--- src/rtl/mul_div_unit_pkg.sv ---
// rtl/mul_div_unit_pkg.sv - op select width, op encodings and FSM states for mul_div_unit
package mul_div_unit_pkg;

  localparam int SEL_MULDIV_WIDTH = 3;

  typedef enum logic [SEL_MULDIV_WIDTH-1:0] {
    MULDIV_MUL    = 3'd0,
    MULDIV_MULH   = 3'd1,
    MULDIV_MULHSU = 3'd2,
    MULDIV_MULHU  = 3'd3,
    MULDIV_DIV    = 3'd4,
    MULDIV_DIVU   = 3'd5,
    MULDIV_REM    = 3'd6,
    MULDIV_REMU   = 3'd7
  } muldiv_op_e;

  typedef enum logic [1:0] {
    ST_IDLE = 2'd0,
    ST_CALC = 2'd1,
    ST_FIN  = 2'd2
  } muldiv_state_e;

  // Divide ops occupy the upper half of the encoding space.
  function automatic logic is_div_op(input logic [SEL_MULDIV_WIDTH-1:0] op);
    return op[SEL_MULDIV_WIDTH-1];
  endfunction

endpackage

--- src/rtl/muldiv_sign_adj.sv ---
// rtl/muldiv_sign_adj.sv - operand magnitudes, result sign and final negate/select
// Divide result selection exists only when MULDIV_DIV_EN is defined.
module muldiv_sign_adj
  import mul_div_unit_pkg::*;
#(
  parameter int XLEN = 32
) (
  input  logic [SEL_MULDIV_WIDTH-1:0] op_in,
  input  logic [XLEN-1:0]             src_a,
  input  logic [XLEN-1:0]             src_b,
  output logic [XLEN-1:0]             mag_a,
  output logic [XLEN-1:0]             mag_b,
  output logic                        res_neg,
  input  logic [SEL_MULDIV_WIDTH-1:0] op_fin,
  input  logic                        neg_fin,
  input  logic [2*XLEN-1:0]           acc,
  output logic [XLEN-1:0]             fin_value
);

  muldiv_op_e     op_in_e;
  muldiv_op_e     op_fin_e;
  logic           a_signed;
  logic           b_signed;
  logic           sign_a;
  logic           sign_b;
  logic [2*XLEN-1:0] prod;
`ifdef MULDIV_DIV_EN
  logic [XLEN-1:0] div_sel;
`endif

  always_comb begin
    op_in_e  = muldiv_op_e'(op_in);
    a_signed = op_in_e inside {MULDIV_MUL, MULDIV_MULH, MULDIV_MULHSU, MULDIV_DIV, MULDIV_REM};
    b_signed = op_in_e inside {MULDIV_MUL, MULDIV_MULH, MULDIV_DIV, MULDIV_REM};
    sign_a   = a_signed & src_a[XLEN-1];
    sign_b   = b_signed & src_b[XLEN-1];
    mag_a    = sign_a ? -src_a : src_a;
    mag_b    = sign_b ? -src_b : src_b;
    // A remainder takes the dividend's sign; everything else takes the xor.
    res_neg  = (op_in_e == MULDIV_REM) ? sign_a : (sign_a ^ sign_b);
  end

  always_comb begin
    op_fin_e  = muldiv_op_e'(op_fin);
    prod      = neg_fin ? -acc : acc;
    fin_value = '0;
`ifdef MULDIV_DIV_EN
    div_sel   = '0;
`endif
    if (!is_div_op(op_fin)) begin
      fin_value = (op_fin_e == MULDIV_MUL) ? prod[XLEN-1:0] : prod[2*XLEN-1:XLEN];
    end else begin
`ifdef MULDIV_DIV_EN
      div_sel   = (op_fin_e inside {MULDIV_REM, MULDIV_REMU}) ? acc[2*XLEN-1:XLEN] : acc[XLEN-1:0];
      fin_value = neg_fin ? -div_sel : div_sel;
`else
      fin_value = '0;
`endif
    end
  end

endmodule

--- src/rtl/mul_div_unit.sv ---
// rtl/mul_div_unit.sv - iterative RV32M multiply/divide unit, 32 radix-2 iterations per op
// Divide ops are implemented only when MULDIV_DIV_EN is defined; otherwise they return 0.
module mul_div_unit
  import mul_div_unit_pkg::*;
#(
  parameter int XLEN  = 32,
  parameter int CNT_W = 6
) (
  input  logic                        clk,
  input  logic                        rst,
  input  logic                        start,
  input  logic [SEL_MULDIV_WIDTH-1:0] op,
  input  logic [XLEN-1:0]             src_a,
  input  logic [XLEN-1:0]             src_b,
  output logic                        busy,
  output logic                        done,
  output logic [XLEN-1:0]             result
);

  muldiv_state_e               state_q, state_d;
  logic [CNT_W-1:0]            cnt_q, cnt_d;
  logic [SEL_MULDIV_WIDTH-1:0] op_q, op_d;
  logic                        neg_q, neg_d;
  logic                        special_q, special_d;
  logic [XLEN-1:0]             mag_b_q, mag_b_d;
  logic [2*XLEN-1:0]           acc_q, acc_d;
  logic [XLEN-1:0]             result_q, result_d;

  logic [XLEN-1:0] mag_a;
  logic [XLEN-1:0] mag_b;
  logic            res_neg;
  logic [XLEN-1:0] fin_value;
  logic [XLEN-1:0] fin_sel;
  logic [XLEN:0]   mul_sum;
`ifdef MULDIV_DIV_EN
  logic [XLEN:0]   div_shifted;
  logic [XLEN:0]   div_diff;
`endif

  muldiv_sign_adj #(.XLEN(XLEN)) u_sign_adj (
    .op_in     (op),
    .src_a     (src_a),
    .src_b     (src_b),
    .mag_a     (mag_a),
    .mag_b     (mag_b),
    .res_neg   (res_neg),
    .op_fin    (op_q),
    .neg_fin   (neg_q),
    .acc       (acc_q),
    .fin_value (fin_value)
  );

  // Special-case divides park their final value in acc_q and skip sign fixup.
  assign fin_sel = special_q ? acc_q[XLEN-1:0] : fin_value;
  assign busy    = (state_q == ST_CALC);
  assign done    = (state_q == ST_FIN);
  assign result  = done ? fin_sel : result_q;

  always_comb begin
    state_d   = state_q;
    cnt_d     = cnt_q;
    op_d      = op_q;
    neg_d     = neg_q;
    special_d = special_q;
    mag_b_d   = mag_b_q;
    acc_d     = acc_q;
    result_d  = result_q;
    mul_sum   = '0;
`ifdef MULDIV_DIV_EN
    div_shifted = '0;
    div_diff    = '0;
`endif

    case (state_q)
      ST_IDLE: begin
        if (start) begin
          op_d      = op;
          neg_d     = res_neg;
          mag_b_d   = mag_b;
          cnt_d     = '0;
          special_d = 1'b0;
          // Multiplier in the low half; for divide the low half is the dividend.
          acc_d     = {{XLEN{1'b0}}, mag_a};
          state_d   = ST_CALC;
          if (is_div_op(op)) begin
`ifdef MULDIV_DIV_EN
            if (src_b == '0) begin
              special_d = 1'b1;
              acc_d     = {{XLEN{1'b0}}, (op[1] ? src_a : {XLEN{1'b1}})};
              state_d   = ST_FIN;
            end else if (!op[0] && src_a == {1'b1, {(XLEN-1){1'b0}}} && src_b == {XLEN{1'b1}}) begin
              special_d = 1'b1;
              acc_d     = {{XLEN{1'b0}}, (op[1] ? {XLEN{1'b0}} : src_a)};
              state_d   = ST_FIN;
            end
`else
            special_d = 1'b1;
            acc_d     = '0;
            state_d   = ST_FIN;
`endif
          end
        end
      end

      ST_CALC: begin
        cnt_d = cnt_q + CNT_W'(1);
`ifdef MULDIV_DIV_EN
        if (is_div_op(op_q)) begin
          div_shifted = acc_q[2*XLEN-1:XLEN-1];
          div_diff    = div_shifted - {1'b0, mag_b_q};
          if (!div_diff[XLEN]) begin
            acc_d = {div_diff[XLEN-1:0], acc_q[XLEN-2:0], 1'b1};
          end else begin
            acc_d = {div_shifted[XLEN-1:0], acc_q[XLEN-2:0], 1'b0};
          end
        end else
`endif
        begin
          mul_sum = {1'b0, acc_q[2*XLEN-1:XLEN]} + (acc_q[0] ? {1'b0, mag_b_q} : {(XLEN+1){1'b0}});
          acc_d   = {mul_sum, acc_q[XLEN-1:1]};
        end
        if (cnt_q == CNT_W'(XLEN-1)) begin
          state_d = ST_FIN;
        end
      end

      ST_FIN: begin
        result_d = fin_sel;
        state_d  = ST_IDLE;
      end

      default: begin
        state_d = ST_IDLE;
      end
    endcase
  end

  always_ff @(posedge clk) begin
    if (rst) begin
      state_q   <= ST_IDLE;
      cnt_q     <= '0;
      op_q      <= '0;
      neg_q     <= 1'b0;
      special_q <= 1'b0;
      mag_b_q   <= '0;
      acc_q     <= '0;
      result_q  <= '0;
    end else begin
      state_q   <= state_d;
      cnt_q     <= cnt_d;
      op_q      <= op_d;
      neg_q     <= neg_d;
      special_q <= special_d;
      mag_b_q   <= mag_b_d;
      acc_q     <= acc_d;
      result_q  <= result_d;
    end
  end

endmodule

--- config.mk ---
export PLATFORM = sky130hd
export DESIGN_NAME = mul_div_unit
export DESIGN_NICKNAME = d
export VERILOG_FILES = /design/src/rtl/mul_div_unit_pkg.sv /design/src/rtl/muldiv_sign_adj.sv /design/src/rtl/mul_div_unit.sv
export SDC_FILE = /design/constraint.sdc
export NUM_CORES = 1
export LEC_CHECK = 0
export CORE_ASPECT_RATIO = 0.9
export CORE_UTILIZATION = 56
export CTS_CLUSTER_SIZE = 14
export DETAILED_ROUTE_END_ITERATION = 8
export GPL_TIMING_DRIVEN = 0
export PLACE_DENSITY_LB_ADDON = 0.25
export SYNTH_ARGS = -nofsm -noshare
export SYNTH_HDL_FRONTEND = slang
export SYNTH_SLANG_ARGS = --single-unit
--- constraint.sdc ---
create_clock -name clk -period 8.2 [get_ports clk]
set_input_delay 1.64 -clock clk [delete_from_list [all_inputs] [get_ports clk]]
set_output_delay 1.64 -clock clk [all_outputs]
set_load 0.02 [all_outputs]
==> After elaboration in Yosys (flattened, before gate mapping) <==
Index checks and enable logic that the tools add are counted.
{ "word_totals": {"elab_cells": 53, "out_inout_bits": 34, "mem_count": 0, "latchBits": 0, "romBits": 0, "register_bits": 141, "mem_bits_rw": 0} }
{ "op_classes": {"multipliers": 0, "add_sub_neg": 5, "eq_ne": 9, "muxes": 19, "n_lt_le_gt_ge": 0, "n_div": 0, "bitwise_logic": 3, "n_reduce_logical": 9, "shift": 0} }
{ "ops": {"columns": ["operator", "count"], "rows": [
  ["two-way mux 32 bit", 8],
  ["two-way mux 64 bit", 2],
  ["one-hot mux 64 bit (2 select lines)", 1],
  ["negator 32 bit", 2],
  ["negator 64 bit", 1],
  ["adder 32 x 32 -> 33 bit", 1],
  ["one-hot mux 6 bit (2 select lines)", 1],
  ["adder 6 x 1 -> 6 bit (second input constant)", 1],
  ["== test 3 bit (second input constant)", 2],
  ["== test 6 x 5 -> 1 bit (second input constant)", 1],
  ["zero test 3 bit", 2],
  ["two-way mux 2 bit", 3],
  ["two-way mux 6 bit", 1],
  ["AND reduction 2 bit", 3],
  ["nonzero test 5 bit", 1],
  ["one-hot mux 2 bit (2 select lines)", 1],
  ["nonzero test 4 bit", 1],
  ["== test 3 x 1 -> 1 bit (second input constant)", 1],
  ["== test 3 x 2 -> 1 bit (second input constant)", 1],
  ["AND 1 bit", 2],
  ["== test 2 x 1 -> 1 bit (second input constant)", 1],
  ["== test 2 bit (second input constant)", 1],
  ["zero test 2 bit", 1],
  ["two-way mux 1 bit", 2],
  ["4 further kinds", 4]
]} }

==> Longest topological paths before layout <==
Gate-level depths: netlist of the first run.
{ "depth": {"ltp_word": 7, "ltp_mapped": 14} }

==> Hierarchy <==
A second synthesis of the first run with hierarchy kept.
{ "unflattened": {"cells_unflattened": 1477, "hier_area_um2": 10872.9} }
{ "by_module_without_submodules": {"columns": ["mod", "cells_per_inst", "seq_area_each_um2", "n_inst", "area_each_um2"], "rows": [
  ["mul_div_unit", 915, 2802.7, 1, 7328.3],
  ["muldiv_sign_adj", 562, 0.0, 1, 3544.6]
]} }

==> Least setup slack after synthesis of the first run <==
OpenSTA, ideal clock, no wires.
{ "synth_timing": {"path_kind": "register -> output", "from": "register acc_q[3]", "to": "output result[23]", "arrival_time_ps": 2821, "path_stages_with_launch": 11, "t_required_ps": 6560, "n_path_buf": 2, "path_slack_ps": 3739, "path_cell_list": "dfxtp_1 buf_6 nor4_2 nand2_2 or4_1 buf_6 o41ai_1 xnor2_1 nor2_1 o31a_1 a21oi_1"} }
{ "synth_via": {"elab_chain_len": 6} }
{ "synth_lines": {"columns": ["item", "line_no", "text"], "rows": [
  ["from (decl)", "mul_div_unit.sv:26", "logic [2*XLEN-1:0] acc_q, acc_d;"],
  ["from (signal assigned)", "mul_div_unit.sv:146", "acc_q <= '0;"],
  ["from (signal assigned)", "mul_div_unit.sv:155", "acc_q <= acc_d;"],
  ["negator 64 bit", "muldiv_sign_adj.sv:45", "prod = neg_fin ? -acc : acc;"],
  ["two-way mux 64 bit", "muldiv_sign_adj.sv:45", null],
  ["two-way mux 32 bit", "muldiv_sign_adj.sv:51", "fin_value = (op_fin_e == MULDIV_MUL) ? prod[XLEN-1:0] : prod[2*XLEN-1:XLEN];"],
  ["two-way mux 32 bit", "muldiv_sign_adj.sv:50", "if (!is_div_op(op_fin)) begin"],
  ["two-way mux 32 bit", "mul_div_unit.sv:54", "assign fin_sel = special_q ? acc_q[XLEN-1:0] : fin_value;"],
  ["two-way mux 32 bit", null, null],
  ["to (decl)", "mul_div_unit.sv:17", "output logic [XLEN-1:0] result"]
]} }
Every way passes these cells.

==> Worst setup path after layout of the first run <==
{ "layout_timing": {"from": "register acc_q[0]", "to": "output result[23]"} }
Same word-level chain as after synthesis.

==> run metrics, run 1 <==
Mapped Nets=roughly 1500; synthesis warning total=0; first-pass GRT wire length=57.04 mm; leakage=0.004852 uW; post-synthesis register bit count=140; Via density=between 6 and 7; slew margin rel.=35.76%; DP HPWL=around 28 mm; Cells after Synth=1419; VDD IR max=0.1400 mV; total power=a little over 2000 uW; sequential element share of the synthesized area=between 20% and 30%; DR WL/cell=20.78 um; DIE AREA=0.01946 sq mm; remaining global-route overflow=0; setup_tns=0 ps; largest net degree at the start of global routing=17; Die X=146.9 um; GRT Util Overall=37.62%; outcome=complete, no violations; Worst path slowest cell=clkdlybuf4s50_1; DRT Pass-1 Iters=8; initial antenna violation count=0; Core Area=0.01847 sq mm; Post-synth EDFFs=0; distinct cell type count after synthesis=80; Final Hold Viols=0; layout cells sized above 1=4.642%; Final period util=72.27%; critical path arrival=between 4000 and 5000 ps; Worst EP required=6560 ps; CP Max Fanout=10; CTS max path bufs=2; CTS tree=built; Slew @ Worst Pin=~960 ps; port buffer count=between 100 and 150; row cnt=47; Root Driver=clkbuf_16; CTS H-tree depth=4; Synth async-reset ratio=0%; Post-synth top flop=dfxtp_1; drt initial violations=between 1000 and 1500; minimum clock period after layout=approximately 5900 ps; CP cell instances=clkbuf_1, nor3_1, nand2_2, or4_1, buf_6, o41ai_1, xnor2_1, nor2_1, o31a_1, a21oi_1, clkdlybuf4s50_1; clk sinks=140; Setup-failing EPs final=0; Hold Crit Class=flip-flop to flip-flop; vias in the first global route=10220; max incr delay on CP=630 ps; Hold Buf Count CTS=0; Critical Path Sink Type=primary output; DR vias=11550; critical path launch point type=flip-flop; RSZ-0062 raised after global routing=false; final hold slack=452.0 ps; most frequent cells in the layout=nor2_1, dfxtp_1, nand2_1; clk_skew=12.23 ps; Routed Antenna Nets=0; Placer Congestion=0.9845; PostCTS Resize Cnt=0; insertion delay to the later sink of the worst-skew pair=440 ps; Synth-to-Final Area Change=17.53%; Num CTS Buffers=17; Setup CP Type=flip-flop to primary output; # IOs=104; Fmax achieved=168.7 MHz; NumNets Final=1646; initial core utilization=57.33%; post-CTS setup buffer count=0; # DRC=0; synthesized cell area=0.01059 sq mm; n_diodes=0; commonest non-fill, non-tap cell in the layout=nor2_1; overall die height=132.4 um; Max Cap Viol=0; wirelength, routed=37.32 mm; Post-Syn Area per Cell=between 7 and 8 sq um; fin. max-slew vios=0; Power per Cell Area=163.0 mW/mm^2; Clock transition at path regs=60 ps
per-stage QoR:
stage	instance area (sq um)	instances	worst slack [ps]	util [%]
floorplan	10590	1419	3739	-
global placement	11900	1765	2845	64.47
detailed placement	11900	1765	2840	64.47
CTS	12440	1796	2344	67.38
global route	12440	1796	2165	67.38
finish	12440	1796	2274	67.38
cells in the mapped netlist (28+ instances only):
cell | number | area [sq um]
dfxtp_1 | 140 | 2803
nor2b_1 | 31 | 193.9
xor2_1 | 62 | 543.0
nor2_1 | 168 | 630.6
a21oi_1 | 98 | 490.5
a22oi_1 | 28 | 210.2
nand3_1 | 29 | 145.1
xnor2_1 | 55 | 481.7
and2_1 | 34 | 212.7
clkbuf_1 | 84 | 315.3
o21ai_0 | 95 | 475.5
nand2_1 | 129 | 484.2
ha_1 | 36 | 450.4
a211oi_1 | 39 | 292.8
o31ai_1 | 30 | 225.2
per-layer routing:
layer	track usage, %	part of all wire, %
met1	53.15	44
met3	9.897	11
met2	55.11	42
met5	0	0
met4	12.83	3.2
flip-flops by register name, indices dropped and copies added (netlist names):
name	flops
neg_q	1
acc_q	64
state_q	2
op_q	3
mag_b_q	32
result_q	32
cnt_q	6
critical path, delay by kind of cell, from the launching register on:
kind | cells | cell delay [ps]
AND/OR/NAND/NOR | 4 | 1300
AO/OA/AOI/OAI | 3 | 900
flip-flops | 1 | 290
buffers and inverters | 3 | 1100
XOR/XNOR | 1 | 250
final cells by class:
type	instances	area (sq um)
multi-input cells	1158	7307
plain buffers	96	382.9
fillers	1645	6023
well taps	245	306.5
flip-flops and latches	140	2803
clock inverters	13	108.9
inverters	25	93.84
clock buffers	18	429.2
repair buffers	101	1011
power breakdown:
| group | internal, uW | leakage [uW] | switching (uW) |
|---|---|---|---|
| sequential | 720 | 0.00114 | 43.7 |
| clock | 393 | 0.000262 | 339 |
| combinational | 197 | 0.00345 | 336 |
cell families after synthesis:
group                      Yosys count  synth area share (%)
adders and majority gates           37                 4.444
xor gates and xnor gates           117                 9.680
and+or+nand+nor                    560                 26.98
buffers and inverters              121                 4.503
DFF                                140                 26.47
AOI/OAI and AO/OA                  439                 27.44
muxes                                5                0.4728
path summary, 6_finish.rpt:
path / start / endpoint / slack [ps] / depth (start not counted)
worst min register to register: mag_b_q[31] / mag_b_q[31] / 450 / 2
worst max register to register: acc_q[0] / acc_q[61] / 4360 / 14
worst min-delay path: mag_b_q[31] / mag_b_q[31] / 450 / 2
worst max-delay path: acc_q[0] / result[23] / 2270 / 11
Note: power is estimated with default switching activity, not from simulation.
==> run 2: changes to the inputs <==
--- a/config.mk
+++ b/config.mk
@@ -6,7 +6,7 @@
 export NUM_CORES = 1
 export LEC_CHECK = 0
 export CORE_ASPECT_RATIO = 0.9
-export CORE_UTILIZATION = 56
+export CORE_UTILIZATION = 53
 export CTS_CLUSTER_SIZE = 14
 export DETAILED_ROUTE_END_ITERATION = 8
 export GPL_TIMING_DRIVEN = 0
==> constraint.sdc (replaced) <==
create_clock -name clk -period 5.1 [get_ports clk]
set_input_delay 1.02 -clock clk [delete_from_list [all_inputs] [get_ports clk]]
set_output_delay 1.02 -clock clk [all_outputs]
set_load 0.02 [all_outputs]
==> run 2 against run 1 <==
Worst hold slack lost 1.0 ps. Critical path depth shrank 3. Cell count grew 0.67%. Total power grew 67%. Clock power grew 78%. Setup slack lost 2200 ps. Combinational power grew 61%. Sequential power grew 61%. Via count grew 0.96%. Register-to-register slack lost 2800 ps.
==> run metrics, run 2 (synthesis results as in run 1) <==
outcome=complete, no violations; wirelength, routed=approximately 37 mm; CTS H-tree depth=4; Setup-failing EPs final=0; Max Cap Viol=0; Routed Antenna Nets=0; CP Max Fanout=10; Largest Register=acc_q; leakage=0.004933 uW; # IOs=~100; first-pass GRT wire length=roughly 57 mm; vias in the first global route=10280; Worst Setup SP=neg_q; Die X=151.0 um; clk sinks=140; CTS tree=built; Worst R2R Start=acc_q[0]; largest net degree at the start of global routing=17; initial core utilization=54.57%; Inst Count DP=around 1800; Critical Path Sink Type=primary output; initial antenna violation count=0; Synth-to-Final Area Change=19.16%; clk_skew=15.51 ps; Final WS setup=between 40 and 50 ps; R2R cell count=14; most frequent cells in the layout=nor2_1, dfxtp_1, nand2_1; # DRC=0; CTS max path bufs=2; row cnt=48; Num CTS Buffers=17; slew margin rel.=36.65%; Clock transition at path regs=80 ps; Core Area=0.01940 sq mm; GRT Util Overall=a little over a third; Power per Cell Area=269.0 mW/mm^2; DR WL/cell=20.53 um; reg2reg setup slack=1540 ps; minimum clock period after layout=5055 ps; drt initial violations=1572; Placer Congestion=1.025; worst slack, placed=400.9 ps; commonest non-fill, non-tap cell in the layout=nor2_1; remaining global-route overflow=0; DP HPWL=28.18 mm; NumNets Final=1653; Slew @ Worst Pin=946.8 ps; Final period util=99.12%; DIE AREA=0.02054 sq mm; Setup crit end=result[20]; port buffer count=101; Logic pwr share=between 20% and 30%; Pint=roughly 2200 uW; n_diodes=0; layout cells sized above 1=5.584%; Reg power frac=36.2%; Via density=6.449; Fmax achieved=197.8 MHz; Final Hold Viols=0; overall die height=136.1 um; Root Driver=clkbuf_16; FF-to-FF End=acc_q[61]; Worst EP required=4080 ps; critical path launch point type=flip-flop; DRT Pass-1 Iters=6; top flop regs=acc_q: 64 flops, mag_b_q: 32 flops, result_q: 32 flops; Hold Crit Class=flip-flop to flip-flop; Setup CP Type=flip-flop to primary output; DR vias=11660; critical path arrival=roughly 4000 ps; final non-filler cell total=about 1800; fin. max-slew vios=0; VDD IR max=around 0.2 mV; insertion delay to the later sink of the worst-skew pair=440 ps; number of flip-flops in the largest register=64; sw power=between 1000 and 1500 uW; sw frac=between 30% and 40%; clock share of power=between 30% and 40%
## run 2: changes by cell type in the layout (fill, tap and decap cells not counted), moves of 2 or more
cell,before,now
buf_4,0,7
bufinv_16,0,2
clkbuf_1,85,83
clkinv_2,2,0
nor3_1,21,19
nor3_2,0,2
nor4_4,2,4
o41ai_1,20,18
o41ai_2,4,6
## run 2: repair_timing
action	4_1_cts	5_1_grt
buffers inserted	1	6
cloned	0	0
gates resized for setup	1	10
hold buffers	0	0
pin swaps	1	3
setup endpoints to repair	1	13
hold endpoints to repair	0	0
## run 2: area by class of cell
| cell class | count | area (sq um) |
|---|---|---|
| Buffer | 96 | 384.1 |
| Clock buffer | 18 | 439.2 |
| Clock inverter | 13 | 157.7 |
| Fill cell | 1733 | 6784 |
| Inverter | 25 | 93.84 |
| Multi-Input combinational cell | 1158 | 7358 |
| Sequential cell | 140 | 2803 |
| Tap cell | 250 | 312.8 |
| Timing Repair Buffer | 108 | 1066 |
## run 2: worst min-delay path by stage
| stage | slack (ps) | from | cells after the start | end |
|---|---|---|---|---|
| floorplan | 420 | mag_b_q[27] | 2 | mag_b_q[27] |
| global placement | 440 | mag_b_q[31] | 2 | mag_b_q[31] |
| detailed placement | 440 | mag_b_q[31] | 2 | mag_b_q[31] |
| CTS | 450 | mag_b_q[31] | 2 | mag_b_q[31] |
| global route | 480 | mag_b_q[29] | 2 | mag_b_q[29] |
| finish | 450 | mag_b_q[31] | 2 | mag_b_q[31] |
## run 2: power by group through the flow
| stage | logic, uW | clock network [uW] | registers (uW) |
|---|---|---|---|
| floorplan | 534 | 0 | 1220 |
| finish | 860 | 1300 | 1230 |
| detailed placement | 821 | 0 | 1250 |
| CTS | 827 | 1300 | 1220 |
| global route | 920 | 1350 | 1230 |
| global placement | 810 | 0 | 1240 |
## run 2: stage by stage
stage	hold WS [ps]	utilization [%]	instance area, sq um	TNS (ps)	power, uW
2_1_floorplan	416.7	-	10590	0	1752
3_3_place_gp	435.6	61.40	11910	0	2054
3_5_place_dp	439.7	61.40	11910	0	2067
4_1_cts	448.6	64.54	12520	0	3346
5_1_grt	480.3	65.03	12610	-38.16	3500
6_report	451.0	65.03	12610	0	3393
## run 2: critical path: stages, from the launching register on
cell and delay (ps):
dfxtp_1 400, clkbuf_1 410, buf_1 620, buf_1 570
o21ai_0 240, xnor2_1 220, o211ai_1 380, nand3_1 170
clkdlybuf4s50_1 570
## run 2: routing by layer
metal | vias up | track usage [%] | part of all wire (%) | wire, um
li1 | 5457 | - | - | -
met1 | 5422 | 52.30 | 45 | 16560
met2 | 682 | 52.62 | 42 | 15510
met3 | 98 | 7.181 | 11 | 3913
met4 | 0 | 12.78 | 3.1 | 1132
met5 | - | 0 | 0 | 0
==> run 3: changes to the inputs <==
--- a/config.mk
+++ b/config.mk
@@ -10,7 +10,7 @@
 export CTS_CLUSTER_SIZE = 14
 export DETAILED_ROUTE_END_ITERATION = 8
 export GPL_TIMING_DRIVEN = 0
-export PLACE_DENSITY_LB_ADDON = 0.25
+export PLACE_DENSITY = 0.78
 export SYNTH_ARGS = -nofsm -noshare
 export SYNTH_HDL_FRONTEND = slang
 export SYNTH_SLANG_ARGS = --single-unit
==> run 3 against run 2 <==
Total power fell by 0.72%. Highest routed layer is now met5. Sequential share of layout area barely moved. Sequential power barely moved. Maximum frequency rose by 0.57%. Register-to-register slack got worse by 170 ps. Count of clock-buffer cells in the layout rose by 1.
==> run metrics, run 3 (synthesis results as in run 1) <==
outcome=complete, no violations; layout cells sized above 1=5.459%; VDD IR max=0.1821 mV; top flop regs=acc_q: 64 flops, mag_b_q: 32 flops, result_q: 32 flops; port buffer count=101; sw power=1156 uW; Num CTS Buffers=17; DP HPWL=28.51 mm; CTS max path bufs=2; wirelength, routed=roughly 38 mm; GRT Util Overall=37.11%; drt initial violations=1226; CTS tree=built; DR vias=approximately 12000; Pint=2212 uW; overall die height=roughly 140 um; clk_skew=9.912 ps; DIE AREA=0.02054 sq mm; Critical Path Sink Type=primary output; Worst EP required=4080 ps; clk sinks=140; Die X=151.0 um; Final Hold Viols=0; vias in the first global route=10420; leakage=just under 0.005 uW; first-pass GRT wire length=58.02 mm; NumNets Final=roughly 1700; Clock transition at path regs=60 ps; n_diodes=0; # DRC=0; minimum clock period after layout=approximately 5000 ps; DR WL/cell=about 21 um; critical path arrival=4010 ps; Setup-failing EPs final=0; Root Driver=clkbuf_16; insertion delay to the later sink of the worst-skew pair=450 ps; remaining global-route overflow=0; sw frac=~34%; # IOs=104; setup_tns=0 ps; final non-filler cell total=1807; critical path launch point type=flip-flop; Power per Cell Area=267.2 mW/mm^2; Slew @ Worst Pin=1090 ps; Hold Crit Class=flip-flop to flip-flop; Inst Count DP=1770; Reg power frac=a little over a third; largest net degree at the start of global routing=17; Final period util=98.56%; final core utilization=64.98%; Placer Congestion=1.010; Fmax achieved=198.9 MHz; initial core utilization=54.57%; CP Max Fanout=10; clock share of power=37.6%; number of flip-flops in the largest register=64; Max Cap Viol=0; most frequent cells in the layout=nor2_1, dfxtp_1, nand2_1; row cnt=48; Core Area=about 0.019 sq mm; commonest non-fill, non-tap cell in the layout=nor2_1; Largest Register=acc_q; CTS H-tree depth=4; fin. max-slew vios=0; Setup CP Type=flip-flop to primary output; Logic pwr share=25.7%; Synth-to-Final Area Change=19.08%; Routed Antenna Nets=0; slew margin rel.=27.08%; DRT Pass-1 Iters=7; Via density=about 6.4; initial antenna violation count=1
[run 3: what timing repair did]
action	in CTS	in global routing
buffers inserted	1	5
endpoints found under the setup margin	1	10
hold buffers	0	0
gates resized for setup	2	9
pin swaps	1	3
[run 3: worst max-delay path: stages, from the launching register on]
cell and delay (ps):
dfxtp_1 420, nor4_2 360, nand4_1 220, or4_1 590
buf_6 180, o41ai_1 310, xnor2_1 250, nor2_1 110
o31a_1 350, a21oi_1 150, clkdlybuf4s50_1 610
[run 3: final timing paths]
check,startpoint,endpoint,slack (ps),cells after the start
setup reg to reg,acc_q[0],acc_q[61],1370,13
hold / removal,mag_b_q[29],mag_b_q[29],460,2
setup / recovery,acc_q[14],result[27],70,10
hold reg to reg,mag_b_q[29],mag_b_q[29],460,2
[run 3: layout make-up]
class / count / area (sq um)
Tap cell: 250 / 312.8
Sequential cell: 140 / 2804
Timing Repair Buffer: 107 / 1059
Clock inverter: 13 / 155.1
Multi-Input combinational cell: 1158 / 7370
Fill cell: 1761 / 6793
Buffer: 95 / 379.1
Inverter: 25 / 93.84
Clock buffer: 19 / 432.9
[run 3: routing by layer]
metal	vias up	routed length, um	track usage, %
met4	2	1136	12.78
met1	5414	17060	53.48
li1	5439	-	-
met5	-	13	0
met2	653	15590	53.70
met3	95	3766	8.322
[run 3: stage by stage]
| step | setup WS, ps | hold slack (ps) | area (sq um) | total power (uW) |
|---|---|---|---|---|
| after global placement | 394.8 | 433.1 | 11910 | 2061 |
| after global routing | -9.683 | 494.7 | 12610 | 3487 |
| final | 73.38 | 457.8 | 12610 | 3368 |
| after floorplan | 1259 | 416.7 | 10590 | 1752 |
| after CTS | 6.483 | 458.4 | 12520 | 3329 |
| after detailed placement | 391.1 | 441.9 | 11910 | 2072 |
[run 3: power groups by stage]
stage | combinational (uW) | sequential (uW) | clock [uW]
after global routing | 933 | 1240 | 1320
after floorplan | 534 | 1220 | 0
final | 867 | 1230 | 1270
after CTS | 832 | 1230 | 1270
after detailed placement | 826 | 1250 | 0
after global placement | 817 | 1240 | 0
